### config.mk
export PLATFORM = sky130hd
export DESIGN_NAME = sevenseg_capture
export DESIGN_NICKNAME = d
export VERILOG_FILES = /design/src/rtl/sevenseg_capture.sv
export SDC_FILE = /design/constraint.sdc
export NUM_CORES = 1
export LEC_CHECK = 0
export CAP_MARGIN = 15
export CORE_AREA = 3 3 92 94
export DETAILED_ROUTE_END_ITERATION = 8
export DIE_AREA = 0 0 95 97
export GPL_TIMING_DRIVEN = 1
export SLEW_MARGIN = 20
export SYNTH_ARGS = -nofsm -noshare
export SYNTH_HDL_FRONTEND = slang
export SYNTH_SLANG_ARGS = --single-unit
export TNS_END_PERCENT = 100
### constraint.sdc
create_clock -name in_clk -period 4.8 [get_ports in_clk]
set_clock_uncertainty 0.1 [all_clocks]
set_input_delay 1.44 -clock in_clk [delete_from_list [all_inputs] [get_ports in_clk]]
set_output_delay 1.44 -clock in_clk [all_outputs]
set_load 0.05 [all_outputs]
### src/rtl/sevenseg_capture.sv
// sevenseg_capture: observes a multiplexed seven-segment display and rebuilds
// the displayed hex value. Each digit is accepted once its (select, segment)
// sample has stayed identical long enough. A frame is published once every
// digit position has been seen.
module sevenseg_capture #(
  parameter int NUM_DIGITS        = 4,
  parameter int ZERO_IS_ON        = 0,
  parameter int INVERSE_NUMBERING = 0,
  parameter int STABLE_CYCLES     = 4
) (
  input  logic                    in_clk,
  input  logic                    in_rst,
  input  logic [6:0]              in_leds,
  input  logic [NUM_DIGITS-1:0]   in_digit_sel,
  output logic [4*NUM_DIGITS-1:0] out_value,
  output logic                    out_valid,
  output logic                    out_frame,
  output logic                    out_err
);

  localparam logic [7:0] STABLE = 8'(STABLE_CYCLES);

  // Segment patterns for hex digits 0..f, one table per bit ordering.
  localparam logic [6:0] TABLE0 [16] = '{
    7'h7e, 7'h30, 7'h6d, 7'h79, 7'h33, 7'h5b, 7'h5f, 7'h70,
    7'h7f, 7'h7b, 7'h77, 7'h1f, 7'h4e, 7'h3d, 7'h4f, 7'h47};
  localparam logic [6:0] TABLE1 [16] = '{
    7'h3f, 7'h06, 7'h5b, 7'h4f, 7'h66, 7'h6d, 7'h7d, 7'h07,
    7'h7f, 7'h6f, 7'h77, 7'h7c, 7'h39, 7'h5e, 7'h79, 7'h71};

  // Returns {hit, digit}. An exact match is required, so a partly lit or
  // ghosted pattern is reported as undecodable instead of being guessed.
  function automatic logic [4:0] decode(input logic [6:0] seg);
    logic [4:0] r;
    logic [6:0] entry;
    r = '0;
    for (int i = 0; i < 16; i++) begin
      entry = (INVERSE_NUMBERING != 0) ? TABLE1[i] : TABLE0[i];
      if (seg == entry) r = {1'b1, 4'(i)};
    end
    return r;
  endfunction

  logic [6:0]              leds_q, prev_leds;
  logic [NUM_DIGITS-1:0]   sel_q, prev_sel;
  logic [7:0]              cnt, cnt_next;
  logic                    committed, committed_next;
  logic [4*NUM_DIGITS-1:0] shadow, shadow_next;
  logic [NUM_DIGITS-1:0]   mask, mask_next;
  logic [6:0]              seg;
  logic                    onehot, same, commit, hit, full;
  logic [3:0]              digit;

  // Register the asynchronous display lines once; keep the previous sample
  // so that stability can be judged.
  // NOTE: sequential state uses non-blocking assignments. Every register
  // then updates from values taken before the edge, whatever order the
  // blocks are written in.
  always_ff @(posedge in_clk or posedge in_rst) begin
    if (in_rst) begin
      leds_q    <= '0;
      sel_q     <= '0;
      prev_leds <= '0;
      prev_sel  <= '0;
    end else begin
      leds_q    <= in_leds;
      sel_q     <= in_digit_sel;
      prev_leds <= leds_q;
      prev_sel  <= sel_q;
    end
  end

  // Stability counting, commit decision and the next shadow/mask state.
  // NOTE: every signal gets a default first. A path that leaves a signal
  // unassigned would otherwise infer a latch.
  always_comb begin
    cnt_next       = '0;
    committed_next = 1'b0;
    commit         = 1'b0;
    shadow_next    = shadow;
    seg            = (ZERO_IS_ON != 0) ? ~leds_q : leds_q;
    {hit, digit}   = decode(seg);
    onehot         = $onehot(sel_q);
    same           = (sel_q == prev_sel) && (leds_q == prev_leds) && (cnt != 8'd0);
    full           = &mask;

    if (onehot) begin
      if (!same)             cnt_next = 8'd1;
      else if (cnt < STABLE) cnt_next = cnt + 8'd1;
      else                   cnt_next = cnt;
      commit         = (cnt_next == STABLE) && !(same && committed);
      committed_next = (same && committed) || commit;
    end

    // A frame completing on this edge clears the mask first, so a commit
    // on the same edge lands in the new frame and is not lost.
    mask_next = full ? '0 : mask;
    if (commit && hit) begin
      mask_next = mask_next | sel_q;
      for (int i = 0; i < NUM_DIGITS; i++)
        if (sel_q[i]) shadow_next[4*i +: 4] = digit;
    end
  end

  // Stability counter and the flag that blocks repeated commits.
  always_ff @(posedge in_clk or posedge in_rst) begin
    if (in_rst) begin
      cnt       <= '0;
      committed <= 1'b0;
    end else begin
      cnt       <= cnt_next;
      committed <= committed_next;
    end
  end

  // Frame assembly and publication. A partial frame is dropped on reset.
  // NOTE: the shadow store is a plain register that is explicitly reset,
  // so no stale digits can leak into the first frame after reset.
  always_ff @(posedge in_clk or posedge in_rst) begin
    if (in_rst) begin
      shadow    <= '0;
      mask      <= '0;
      out_value <= '0;
      out_valid <= 1'b0;
      out_frame <= 1'b0;
      out_err   <= 1'b0;
    end else begin
      shadow    <= shadow_next;
      mask      <= mask_next;
      out_frame <= full;
      out_err   <= commit && !hit;
      if (full) begin
        out_value <= shadow;
        out_valid <= 1'b1;
      end
    end
  end

endmodule

== After elaboration in Yosys (flattened, before gate mapping) ==
Index checks and enable logic that the tools add are counted.

* Bits in registers: 70
* Bits in latches: 0
* RAM bits: 0
* Memory bits (read-only): 0
* Input port bits: 13
* Output and inout port bits: 19
* Memories kept: 0

* $add $sub $neg: 4
* Multipliers: 0
* Divide/modulo/power cells: 0
* $lt $le $gt $ge: 1
* Equal/unequal tests: 20
* Shifts and indexed selects: 0
* Muxes and demuxes: 24
* Bitwise logic cells: 1
* Reductions and logical operators: 15

{| class="wikitable"
|+ Operators with widths
! cell !! number
|-
| equality test 7 bit (second input constant) || 12
|-
| two-way mux 5 bit || 16
|-
| two-way mux 8 bit || 4
|-
| equality test 7 x 6 -> 1 bit (second input constant) || 3
|-
| adder 8 x 1 -> 8 bit (second input constant) || 1
|-
| equality test 8 x 3 -> 1 bit (second input constant) || 1
|-
| less-than comparator 8 x 3 -> 1 bit (second input constant) || 1
|-
| two-way mux 4 bit || 2
|-
| AND reduction 2 bit || 4
|-
| nonzero test 8 bit || 1
|-
| equality test 7 x 5 -> 1 bit (second input constant) || 1
|-
| equality test 7 bit || 1
|-
| logical AND 1 bit || 6
|-
| adder 1 x 1 -> 2 bit || 2
|-
| equality test 4 bit || 1
|-
| bitwise OR 4 bit || 1
|-
| AND reduction 4 bit || 1
|-
| adder 2 x 2 -> 3 bit || 1
|-
| equality test 3 x 1 -> 1 bit (second input constant) || 1
|-
| logical NOT 1 bit || 2
|-
| two-way mux 1 bit || 2
|-
| logical OR 1 bit || 1
|}

== Logic depth before layout (Yosys ltp) ==
* Depth in word-level cells: 19
* Depth in mapped cells: 10

== Least setup slack after synthesis ==
Ideal clock, no wire load.

* Kind: reg2reg
* Start: register sel_q[0]
* End: register shadow[0]
* Library setup time: 0.125 ns
* Arrival time: 3.062 ns
* Data required time: 4.575 ns
* Setup slack: 1.513 ns
* Cell stages (with the launch flop): 11
* Path buffers: 0
* Cells stage by stage: dfrtp_1 inv_1 fa_1 inv_1 ha_1 ha_1 or3b_2 a21oi_1 nand4_1 a311oi_2 mux2_2

* Longest elaborated chain between the ends: 10
* Elaborated cells between the ends (all ways): 15

{| class="wikitable"
|+ RTL lines
! item !! RTL line !! text
|-
| from (decl) || 45 || <nowiki>logic [NUM_DIGITS-1:0] sel_q, prev_sel;</nowiki>
|-
| from (signal assigned) || 67 || <nowiki>sel_q <= in_digit_sel;</nowiki>
|-
| equality test 4 bit || 84 || <nowiki>same = (sel_q == prev_sel) && (leds_q == prev_leds) && (cnt != 8'd0);</nowiki>
|-
| logical AND 1 bit (2 in a row) || 84 ||
|-
| two-way mux 8 bit || 88 || <nowiki>if (!same) cnt_next = 8'd1;</nowiki>
|-
| two-way mux 8 bit || 87 || <nowiki>if (onehot) begin</nowiki>
|-
| equality test 8 x 3 -> 1 bit || 91 || <nowiki>commit = (cnt_next == STABLE) && !(same && committed);</nowiki>
|-
| logical AND 1 bit || 91 ||
|-
| two-way mux 1 bit || 87 ||
|-
| logical AND 1 bit || 98 || <nowiki>if (commit && hit) begin</nowiki>
|-
| AND reduction 2 bit (no line) (*) || - ||
|-
| to (signal assigned) || 128 || <nowiki>shadow <= shadow_next;</nowiki>
|-
| to (decl) || 48 || <nowiki>logic [4*NUM_DIGITS-1:0] shadow, shadow_next;</nowiki>
|}

Every way passes the cells marked *; elsewhere a longest branch is shown, timed or not. The select of a mux whose other input is x is not followed.
A chain may end at the register's enable or synchronous reset.

== Worst setup path in the final report ==
* Start: register sel_q[0]
* End: register shadow[6]

* Longest elaborated chain between the ends: 10
* Elaborated cells between the ends (all ways): 15

{| class="wikitable"
|+ RTL lines
! item !! RTL line
|-
| equality test 4 bit || 84
|-
| logical AND 1 bit (2 in a row) || 84
|-
| two-way mux 8 bit || 88
|-
| two-way mux 8 bit || 87
|-
| equality test 8 x 3 -> 1 bit || 91
|-
| logical AND 1 bit || 91
|-
| two-way mux 1 bit (*) || 87
|-
| logical AND 1 bit (*) || 98
|-
| AND reduction 2 bit (no line) (*) || -
|}

Marks and branches as above.

==> run metrics <==
crit share post-route=76.2%; Leakage=1.73 nW; Die Y=about 97 um; layout cell share with drive strength beyond 1=14.7%; DRT antenna net count=0; CP Capture Type=flip-flop; maxcap violations=0; status=completed; crit-path cells=inv_1 -> fa_1 -> inv_1 -> ha_1 -> ha_1 -> or3b_2 -> a21oi_1 -> nand4_1 -> a311oi_2 -> mux2_2; Slowest-stage cell, CP=fa_1; clk sinks=70; average cell area after synthesis=11.5 sq um; Wirelength per Cell=~15 um; synthesized area=3100 sq um; # rows=32; drt initial violations=135; Crit path required time=4940 ps; Distinct cells, synth=53; WL final=around 6000 um; Die Wd=~95 um; DR DRC count=0; I/O pin total=32; RSZ-0062 raised after global routing=no; Setup WS post-layout=1140 ps; Slew Viols, Final=0; Buffers on Ports=31; Post-Place Cells=393; hold buffers post-CTS=0; critical path launch point type=flip-flop; Worst VDD drop=0.000245 V; Diodes inserted=0; TritonCTS Buffers=9; Die ar.=9220 sq um; antenna violations before repair=0; post-route insts no fill=409; Reg2Reg Setup Slack=1140 ps; Initial Util=40.1%; CTS tree=built; Slew @ Worst Pin=778 ps; HP Class=reg -> reg; Post-CTS Resized=0; setup bufs post-CTS=0; largest net degree at the start of global routing=48; Power Total=1.31 mW; Nets=320; final hold slack=between 300 and 400 ps; Post-synth EDFFs=0; Syn-to-layout area delta=21.5%; number of global-route vias before repair=~2.1k; Critical Path Fanout Max=5; Final Hold Fails=0; dpl ws=about 1200 ps; core area=slightly below 8000 sq um; crit path kind=reg -> reg; H-tree levels=3; sequential fraction of the synthesis area=56.6%; Yosys Warn Count=0; Synth Net Count=288; prevailing post-synth register cell=dfrtp_1; Overflow after GRT=0; Synth async-reset ratio=100%; # setup viols final=0; f_max=273 MHz; clk root buf=clkbuf_8; min Tclk post-route=3660 ps; first-pass GRT wire length=10,600 um; Critical Path AT=roughly 3800 ps; register clock-pin slew on the reported worst setup and hold paths=approximately 80 ps; drt pass-1 iters=4; DP HPWL=4020 um; Skew-Pair Late Insertion Delay=about 340 ps; critical path's largest stage delay=540 ps; Via-to-Cell Ratio=5.02; power per standard cell area=349 nW/um^2; synthesized instance count=270; setup TNS=0 ps; #FFs+latches synth=70; clock buffer depth=2; GRT Total Usage=between 10% and 20%; DR vias=2,052; gp weighted congestion=0.850; relative slew slack=a little under half
[power by group]
| group | switching (mW) | leakage (nW) | total, mW | internal (mW) |
|---|---|---|---|---|
| Combinational | 0.0344 | 0.674 | 0.0641 | 0.0297 |
| Clock | 0.219 | 0.132 | 0.630 | 0.411 |
| Sequential | 0.0192 | 0.926 | 0.620 | 0.600 |
[routing by layer]
metal | track usage (%) | part of all wire [%] | wire length, um | vias up
li1 | - | - | - | 1007
met1 | 20.3 | 49 | 2890 | 1005
met2 | 22.6 | 46 | 2760 | 33
met3 | 4.67 | 3.8 | 225 | 7
met4 | 4.33 | 1.3 | 76 | 0
met5 | 0 | 0 | 0 | -
[worst max-delay path, delay by kind of cell (launching register included)]
| kind | cells | cell delay (ps) |
|---|---|---|
| compound gates | 2 | 720 |
| mux | 1 | 380 |
| fa+ha+maj | 3 | 980 |
| buf+inv | 2 | 140 |
| flops | 1 | 420 |
| simple gates | 2 | 810 |
[logic make-up after synthesis]
group | count (synthesis) | share of synthesized area (%)
compound gates | 36 | 10.9
xor+xnor | 13 | 3.68
fa+ha+maj | 5 | 2.26
buf+inv | 22 | 3.07
flops | 70 | 56.6
mux | 14 | 5.01
simple gates | 110 | 18.5
[per-stage QoR]
step,util (%),area (sq um)
CTS,48.7,3760
global placement,45.2,3490
detailed placement,45.2,3490
global route,48.7,3760
floorplan,-,3100
finish,48.7,3760
[sequential cells by signal (all words and copies together) (netlist names)]
signal / count
prev_leds: 7
cnt: 8
committed: 1
prev_sel: 4
out_valid: 1
shadow: 16
out_frame: 1
sel_q: 4
leds_q: 7
mask: 4
out_value: 16
out_err: 1
[synthesized netlist by cell type, types with 2 or more instances]
| cell type | number | area [sq um] |
|---|---|---|
| a21oi_1 | 5 | 25.0 |
| nand3b_1 | 7 | 52.6 |
| ha_1 | 4 | 50.1 |
| inv_1 | 9 | 33.8 |
| nand2_1 | 51 | 191 |
| buf_2 | 4 | 20.0 |
| nand3_1 | 5 | 25.0 |
| xor2_1 | 12 | 105 |
| and2_1 | 5 | 31.3 |
| dfrtp_1 | 70 | 1750 |
| o211a_1 | 2 | 20.0 |
| nor4_1 | 4 | 25.0 |
| nor3_1 | 7 | 35.0 |
| mux2_2 | 12 | 135 |
| a21o_1 | 4 | 30.0 |
| a22o_1 | 4 | 35.0 |
| clkbuf_1 | 6 | 22.5 |
| o21a_1 | 2 | 15.0 |
| a31oi_1 | 2 | 12.5 |
| nand4_1 | 5 | 31.3 |
| a311oi_2 | 4 | 60.1 |
| nor2b_1 | 3 | 18.8 |
| mux2i_1 | 2 | 20.0 |
| nor2_1 | 5 | 18.8 |
| nand2b_1 | 5 | 31.3 |
| a2111o_1 | 4 | 45.0 |
[cells in the final DEF, fill, tap and decap left out, types with 3 or more instances in the layout]
cell,count
nand3b_1,7
mux2_2,12
nand2b_1,5
nor2_1,5
a21o_1,4
nand2_1,51
ha_1,4
nand3_1,5
and2_1,5
a21oi_1,5
clkdlybuf4s50_1,31
xor2_1,12
a2111o_1,4
nor3_1,7
a311oi_2,4
bufinv_16,4
a22o_1,4
inv_1,8
nor2b_1,3
nor4_1,4
dfrtp_1,70
nand4_1,5
clkbuf_8,10
[final timing paths]
kind	endpoint	start	cells after the start
setup / recovery	shadow[6]	sel_q[0]	10
hold reg to reg	prev_sel[3]	sel_q[3]	0
hold / removal	prev_sel[3]	sel_q[3]	0
min in group asynchronous	cnt[1]	in_rst	2
setup reg to reg	shadow[6]	sel_q[0]	10
max in group asynchronous	out_value[12]	in_rst	3
[cell type report]
class | instances | area [sq um]
clock buffers | 10 | 138
clock inverters | 6 | 133
fillers | 720 | 3970
inverters | 10 | 37.5
multi-input cells | 178 | 1250
flip-flops and latches | 70 | 1750
well taps | 102 | 128
repair buffers | 33 | 325
Note: power is estimated with default switching activity, not from simulation.
